## src/rtl/neopixel_receiver.sv

```systemverilog
// WS2812 line decoder: measures high/low pulse widths on the synchronized line and
// writes each decoded byte, indexed within the frame, through a one-cycle strobe.
`timescale 1ns/1ps
module neopixel_receiver #(
    parameter int LEDS         = 30,
    parameter int CLK_HZ       = 50_000_000,
    parameter int T_THRESH_NS  = 600,
    parameter int T_MAXHIGH_NS = 2000,
    parameter int T_LATCH_NS   = 50000
) (
    input  logic                         i_clk,
    input  logic                         i_rst_n,
    input  logic                         i_neopixel_in,
    output logic                         o_wr_en,
    output logic [$clog2(LEDS*3)-1:0]    o_wr_addr,
    output logic [7:0]                   o_wr_data,
    output logic                         o_busy,
    output logic                         o_frame_done,
    output logic                         o_error
);

    function automatic int ns_to_cycles(input int ns);
        return int'((longint'(CLK_HZ) * longint'(ns)) / longint'(1_000_000_000));
    endfunction

    localparam int NBYTES  = LEDS * 3;
    localparam int ADDR_W  = $clog2(NBYTES);
    localparam int IDX_W   = $clog2(NBYTES + 1);
    localparam int THRESH  = ns_to_cycles(T_THRESH_NS);
    localparam int MAXHIGH = ns_to_cycles(T_MAXHIGH_NS);
    localparam int LATCH   = ns_to_cycles(T_LATCH_NS);
    localparam int CNT_W   = $clog2(LATCH + 1);

    localparam logic [CNT_W-1:0] THRESH_C  = CNT_W'(THRESH);
    localparam logic [CNT_W-1:0] MAXHIGH_C = CNT_W'(MAXHIGH);
    localparam logic [CNT_W-1:0] LATCH_C   = CNT_W'(LATCH);
    localparam logic [IDX_W-1:0] NBYTES_C  = IDX_W'(NBYTES);

    function automatic logic [CNT_W-1:0] sat_inc(input logic [CNT_W-1:0] c);
        return (c >= LATCH_C) ? LATCH_C : c + CNT_W'(1);
    endfunction

    typedef enum logic [1:0] {ST_IDLE, ST_HIGH, ST_LOW} state_t;

    state_t             state;
    logic               sync_p0;
    logic               sync_p1;
    logic               line_p2;
    logic [1:0]         warm;
    logic [CNT_W-1:0]   cnt;
    logic [2:0]         bit_cnt;
    logic [7:0]         shreg;
    logic [IDX_W-1:0]   byte_idx;
    logic               pulse_bad;
    logic               start_pend;

    logic               edges_ok;
    logic               rise;
    logic               fall;
    logic               bit_val;

    // Edges are only trusted once both synchronizer stages and the previous-sample
    // flop hold real line samples, so a line already high at reset release is ignored.
    assign edges_ok = (warm == 2'd3);
    assign rise     = edges_ok &&  sync_p1 && !line_p2;
    assign fall     = edges_ok && !sync_p1 &&  line_p2;
    assign bit_val  = (cnt >= THRESH_C);

    always_ff @(posedge i_clk or negedge i_rst_n) begin
        if (!i_rst_n) begin
            state        <= ST_IDLE;
            sync_p0      <= 1'b0;
            sync_p1      <= 1'b0;
            line_p2      <= 1'b0;
            warm         <= 2'd0;
            cnt          <= '0;
            bit_cnt      <= 3'd0;
            shreg        <= 8'd0;
            byte_idx     <= '0;
            pulse_bad    <= 1'b0;
            start_pend   <= 1'b0;
            o_wr_en      <= 1'b0;
            o_wr_addr    <= '0;
            o_wr_data    <= 8'd0;
            o_busy       <= 1'b0;
            o_frame_done <= 1'b0;
            o_error      <= 1'b0;
        end else begin
            // p0/p1: metastability synchronizer; p2: previous sample for edge detect
            sync_p0 <= i_neopixel_in;
            sync_p1 <= sync_p0;
            line_p2 <= sync_p1;
            if (warm != 2'd3) warm <= warm + 2'd1;

            o_wr_en      <= 1'b0;
            o_frame_done <= 1'b0;

            case (state)
                ST_IDLE: begin
                    if (rise || start_pend) begin
                        state      <= ST_HIGH;
                        // A deferred start lost one cycle of high time while the old frame closed.
                        cnt        <= start_pend ? CNT_W'(2) : CNT_W'(1);
                        start_pend <= 1'b0;
                        o_busy     <= 1'b1;
                        o_error    <= 1'b0;
                        byte_idx   <= '0;
                        bit_cnt    <= 3'd0;
                        shreg      <= 8'd0;
                        pulse_bad  <= 1'b0;
                    end
                end

                ST_HIGH: begin
                    if (fall) begin
                        state     <= ST_LOW;
                        cnt       <= CNT_W'(1);
                        pulse_bad <= 1'b0;
                        if (pulse_bad || cnt >= MAXHIGH_C) begin
                            o_error <= 1'b1;
                            bit_cnt <= 3'd0;
                            shreg   <= 8'd0;
                        end else begin
                            shreg   <= {shreg[6:0], bit_val};
                            bit_cnt <= bit_cnt + 3'd1;
                            if (bit_cnt == 3'd7) begin
                                if (byte_idx < NBYTES_C) begin
                                    o_wr_en   <= 1'b1;
                                    o_wr_addr <= byte_idx[ADDR_W-1:0];
                                    o_wr_data <= {shreg[6:0], bit_val};
                                    byte_idx  <= byte_idx + IDX_W'(1);
                                end else begin
                                    o_error <= 1'b1;
                                end
                            end
                        end
                    end else begin
                        cnt <= sat_inc(cnt);
                        if (cnt >= MAXHIGH_C) begin
                            o_error   <= 1'b1;
                            pulse_bad <= 1'b1;
                            bit_cnt   <= 3'd0;
                            shreg     <= 8'd0;
                        end
                    end
                end

                ST_LOW: begin
                    if (cnt >= LATCH_C) begin
                        state        <= ST_IDLE;
                        cnt          <= '0;
                        o_busy       <= 1'b0;
                        o_frame_done <= 1'b1;
                        start_pend   <= rise;
                        if (bit_cnt != 3'd0) o_error <= 1'b1;
                    end else if (rise) begin
                        state <= ST_HIGH;
                        cnt   <= CNT_W'(1);
                    end else begin
                        cnt <= sat_inc(cnt);
                    end
                end

                default: state <= ST_IDLE;
            endcase
        end
    end

endmodule

```

## config.mk

```make
export PLATFORM = sky130hd
export DESIGN_NAME = neopixel_receiver
export DESIGN_NICKNAME = d
export VERILOG_FILES = /design/src/rtl/neopixel_receiver.sv
export SDC_FILE = /design/constraint.sdc
export NUM_CORES = 1
export LEC_CHECK = 0
export CORE_AREA = 2 2 89 65
export CTS_BUF_LIST = sky130_fd_sc_hd__clkbuf_8
export CTS_CLUSTER_SIZE = 8
export DETAILED_ROUTE_END_ITERATION = 7
export DIE_AREA = 0 0 91 67
export GPL_ROUTABILITY_DRIVEN = 0
export PLACE_DENSITY_LB_ADDON = 0.12
export SYNTH_ARGS = -nofsm -noshare
export SYNTH_HDL_FRONTEND = slang
export SYNTH_SLANG_ARGS = --single-unit
```

## constraint.sdc

```tcl
create_clock -name i_clk -period 2.6 [get_ports i_clk]
set_input_delay 0.26 -clock i_clk [delete_from_list [all_inputs] [get_ports i_clk]]
set_output_delay 0.26 -clock i_clk [all_outputs]
set_load 0.02 [all_outputs]
```

Word level (Yosys, flattened, before mapping)
Cells that the tools add are included.

cells by class
  $add $sub $neg = 4
  $lt $le $gt $ge = 4
  eq/ne operators = 16
  multiplexer cells = 51
  bitwise operators = 1
  reduce and logical (&&, ||, !) cells = 20

operators by type and width
  operator                                                                 number
  7-bit 2-to-1 mux                                                         9
  12-bit 2-to-1 mux                                                        5
  12-bit case mux with 3 select lines                                      1
  7-bit case mux with 2 select lines                                       2
  1-bit 2-to-1 mux                                                         19
  2-bit inequality test (second input constant)                            8
  12-bit by 1-bit adder with 12-bit output (second input constant)         1
  12-bit >= comparator (second input constant)                             1
  12-bit by 5-bit >= comparator with 1-bit output (second input constant)  1
  12-bit by 7-bit >= comparator with 1-bit output (second input constant)  1
  3-bit 2-to-1 mux                                                         4
  2-bit 2-to-1 mux                                                         5
  3-bit AND reduction                                                      3
  4-bit inequality test (second input constant)                            2
  7-bit by 1-bit adder with 7-bit output (second input constant)           1
  7-bit less-than comparator (second input constant)                       1
  7-bit AND reduction                                                      1
  3-bit inequality test (second input constant)                            2
  1-bit case mux with 2 select lines                                       3
  2-bit case mux with 3 select lines                                       1
  3-bit case mux with 2 select lines                                       1
  6-bit AND reduction                                                      1
  3-bit nonzero test                                                       2
  5-bit AND reduction                                                      1
  other kinds (13)                                                         20

word-level totals
  flip-flop bits (word level) = 57
  input port bits = 3
  word-level logic and storage cells = 113

Logic depth before layout (Yosys ltp)
  word-level depth = 6
  gate-level depth with buffers = 9
  mapped depth without buffers = 7

Least setup slack after synthesis
OpenSTA, ideal clock, no wires.

  path kind = reg-to-reg
  start = register state[1]
  end = register o_error
  setup time = 125 ps
  arrival = 1953 ps
  required time = 2475 ps
  setup slack = 522 ps
  cell stages (with the launch flop) = 8
  period minus slack after synthesis = 2078 ps
  cells stage by stage = dfrtp_1 > inv_1 > ha_1 > clkbuf_1 > nand3_1 > or2_4 > o2111ai_1 > mux2_2

between the ends
  word-level cells in the longest chain between the ends = 3

RTL lines
  element                                                                 line  text
  start: declaration                                                      45    state_t state;
  start signal: assignment                                                71    state <= ST_IDLE;
  start signal: assignment                                                101   state <= ST_HIGH;
  start signal: assignment                                                116   state <= ST_LOW;
  2-bit by 1-bit equality test with 1-bit output (tied with other cells)  98    case (state)
  4-bit inequality test (no line) (tied with other cells)                 --
  7-bit AND reduction (no line)                                           --
  end signal: assignment                                                  87    o_error <= 1'b0;
  end signal: assignment                                                  106   o_error <= 1'b0;
  end signal: assignment                                                  120   o_error <= 1'b1;
  end: declaration                                                        19    output logic o_error

Several ways; a longest one is shown, not always the timed one.
A chain may end at the register's enable or synchronous reset.

Final worst setup path
  start = register state[0]
  end = register byte_idx[4]

between the ends
  word-level cells in the longest chain between the ends = 3

RTL lines
  element                                                                                     line  text
  2-bit by 1-bit equality test with 1-bit output / 2-bit logical NOT (equally long branches)  98
  2-bit inequality test (no line) / 2-bit nonzero test (equally long branches)                --
  6-bit AND reduction (no line)                                                               --
  end signal: assignment                                                                      131   byte_idx <= byte_idx + IDX_W'(1);
  end: declaration                                                                            53    logic [IDX_W-1:0] byte_idx;

Several ways; a longest one is shown, not always the timed one.

==> impl_metrics.csv <==
group,metric,value,unit
outcome,status,"finished clean",
logic_synthesis,seq_area_frac_synth,46.57,%
global_route,grt-ovfl-total,0,
final_layout,synthToLayoutAreaGrowth,14.22,%
timing,fin_crit_sh,87.86,%
critical_path,cp-end-kind,"register",
logic_synthesis,netlist.area_leader.share,46.57,%
logic_synthesis,syn-num-nets,302,
clock_tree,cts_resized,0,
clock_tree,clockRootBuffer,"clkbuf_8",
floorplan,io_pins,22,
final_layout,seqCellArea,0.001426,mm^2
critical_path,critPathKind,"register to register",
clock_tree,h-tree-depth,3,
logic_synthesis,synth-seq-cells,57,
detailed_routing,wire_per_inst,16.07,um
final_layout,multi_input_area,0.001505,mm^2
clock_tree,clkTransAtPathRegs,0.07,ns
detailed_routing,dr.pass1.iters,4,
place,port_buffers,21,
power_and_ir_drop,leakage,1.590,nW
critical_path,crit_required,2.86,ns
logic_synthesis,synth_most_common_cell,"dfrtp_1",
detailed_routing,drc,0,
critical_path,cp_top_family,"simple AND/OR/NAND/NOR gates",
clock_tree,cts.sinks,57,
timing,worst_slack,0.3155,ns
detailed_routing,drtIter0Drc,139,
floorplan,start_util,59.19,%
clock_tree,post_cts.repair.setup_buffers,0,
final_layout,antenna_cells,0,
detailed_routing,viasPerCell,5.912,
logic_synthesis,syn_area,0.003063,mm^2
final_layout,fin_nets,325,
logic_synthesis,synth_edf_count,0,
floorplan,num_rows,22,
critical_path,slowest_stage,"dfrtp_1",
timing,fin_crit,2.284,ns
power_and_ir_drop,powerDensity,759.0,mW/mm^2
final_layout,layout-drive-gt1-share,18.10,%
timing,fmax,437.7,MHz
global_route,grt_usage,23.12,%
timing,timing.final.max_slew_violations,0,
timing,final_hold_viol_count,0,
clock_tree,tritoncts,"done",
place,place_ws,0.3654,ns
floorplan,core,0.005175,mm^2
power_and_ir_drop,peakVddDrop,0.5581,mV
timing,clock-skew-final,0.007549,ns
detailed_routing,dr_total_vias,2288,
critical_path,worst-path-max-fanout,6,
final_layout,fill_cells,434,
critical_path,cpPeakStageDelay,0.40,ns
clock_tree,numCtsBuffers,9,
run,max-cap-violations,0,
floorplan,die_x,91,um
logic_synthesis,synth_common_cells,"57 x dfrtp_1, 25 x nand2_1, 23 x o21ai_0, 19 x mux2_2, 15 x nor2_1",
critical_path,critPathLaunchType,"register",
logic_synthesis,synth_top_cell_by_area,"dfrtp_1",
timing,maxSlewHeadroom,32.43,%
logic_synthesis,synth_area_leaders,"dfrtp_1 47%, mux2_2 7.0%, ha_1 4.9%, o21ai_0 3.8%, nand2_1 3.1%",
timing,tightest_slew,1.014,ns
timing,setup_viol,0,
timing,tns,0,ns
clock_tree,clockBufferDepth,2,
logic_synthesis,synthArstFlopShare,100.0,%
critical_path,cp_num_buf_inv,1,
clock_tree,clk_latency,0.34,ns
logic_synthesis,synth.distinct_cells,56,
logic_synthesis,ys_warn_count,0,
place,dp.final_hpwl,4482,um
logic_synthesis,ys.flop_type,"dfrtp_1",
critical_path,crit_chain,"inv_1 > ha_1 > or2b_1 > nand4_2 > a211o_1 > or3_1 > a21oi_1",
critical_path,arrival,2.54,ns
global_route,grt_first_pass_wirelength,10730,um
min_path,hp-class,"input pin to asynchronous set/reset pin",
clock_tree,hold_buffers,0,
floorplan,dieArea,0.006097,mm^2
detailed_routing,routed_wl,6219,um
detailed_routing,ant_nets,0,
global_route,grt_max_degree,46,
logic_synthesis,synthCells,287,
floorplan,die_h,67,um
logic_synthesis,avgSynthCellArea,10.67,um^2
global_route,antenna_found_initial,0,
timing,rsz0062_at_grt,"no",
global_route,grt_pass1_vias,2111,
==> logic make-up after synthesis <==
kind of cell | Yosys count | synth area share [%]
xor gates and xnor gates | 3 | 0.8580
AOI/OAI and AO/OA | 71 | 17.36
DFF | 57 | 46.57
and+or+nand+nor | 95 | 18.06
buffers and inverters | 27 | 4.289
adders and majority gates | 12 | 4.902
muxes | 22 | 7.966
==> stage by stage <==
step	hold slack, ns	instance area, um^2	total power [mW]	utilization (%)	cells
floorplan	-0.03559	3063	1.671	-	287
global placement	0.3337	3317	1.888	64.10	371
detailed placement	0.3471	3317	1.910	64.10	371
CTS	0.1314	3498	2.659	67.60	387
global route	0.1887	3498	2.837	67.60	387
finish	0.1015	3498	2.655	67.60	387
==> registers in the layout, indices dropped and copies added (netlist names) <==
name          count
cnt              12
o_wr_data         8
byte_idx          7
o_wr_addr         7
shreg             7
bit_cnt           3
state             2
warm              2
line_p2           1
o_busy            1
o_error           1
o_frame_done      1
o_wr_en           1
pulse_bad         1
start_pend        1
sync_p0           1
sync_p1           1
==> final cells by class <==
class,count,share of cell area (%)
multi-input cells,203,43.03
flip-flops and latches,57,40.77
repair buffers,27,7.153
clock buffers,11,4.328
well taps,72,2.575
inverters,12,1.288
clock inverters,5,0.8584
==> layout by cell type (no fill, tap or decap), types with 11 or more instances in the layout <==
cell type,instances
inv_1,12
nor2_1,15
nand3_1,12
mux2_2,19
clkdlybuf4s50_1,20
o21ai_0,23
ha_1,12
a21oi_1,11
dfrtp_1,57
clkbuf_8,11
nand2_1,25
==> routing by layer <==
layer,GRT usage [%],part of all wire [%]
met5,0,0
met4,6.250,0.93
met3,6.674,5.5
met2,33.43,43
met1,33.89,51
==> final timing paths <==
kind                                                 end                  from  cells past startpoint  slack [ns]
max in group asynchronous       o_wr_data[1]$_DFFE_PN0P_               i_rst_n                      2        1.77
worst max-delay path             byte_idx[4]$_DFFE_PN0P_  state[0]$_DFFE_PN0P_                      7        0.32
worst min register to register         sync_p1$_DFF_PN0_     sync_p0$_DFF_PN0_                      0        0.35
min in group i_clk                     sync_p1$_DFF_PN0_     sync_p0$_DFF_PN0_                      0        0.35
worst max register to register   byte_idx[4]$_DFFE_PN0P_  state[0]$_DFFE_PN0P_                      7        0.32
worst min-delay path                  cnt[6]$_DFFE_PN0P_               i_rst_n                      1        0.10
==> where the power goes <==
part	leakage (nW)	total, mW	switching, mW	internal, mW
Combinational	0.737	0.887	0.555	0.333
Clock	0.0911	0.747	0.355	0.392
Sequential	0.761	1.02	0.0763	0.945
(Power assumes the default switching activity.)
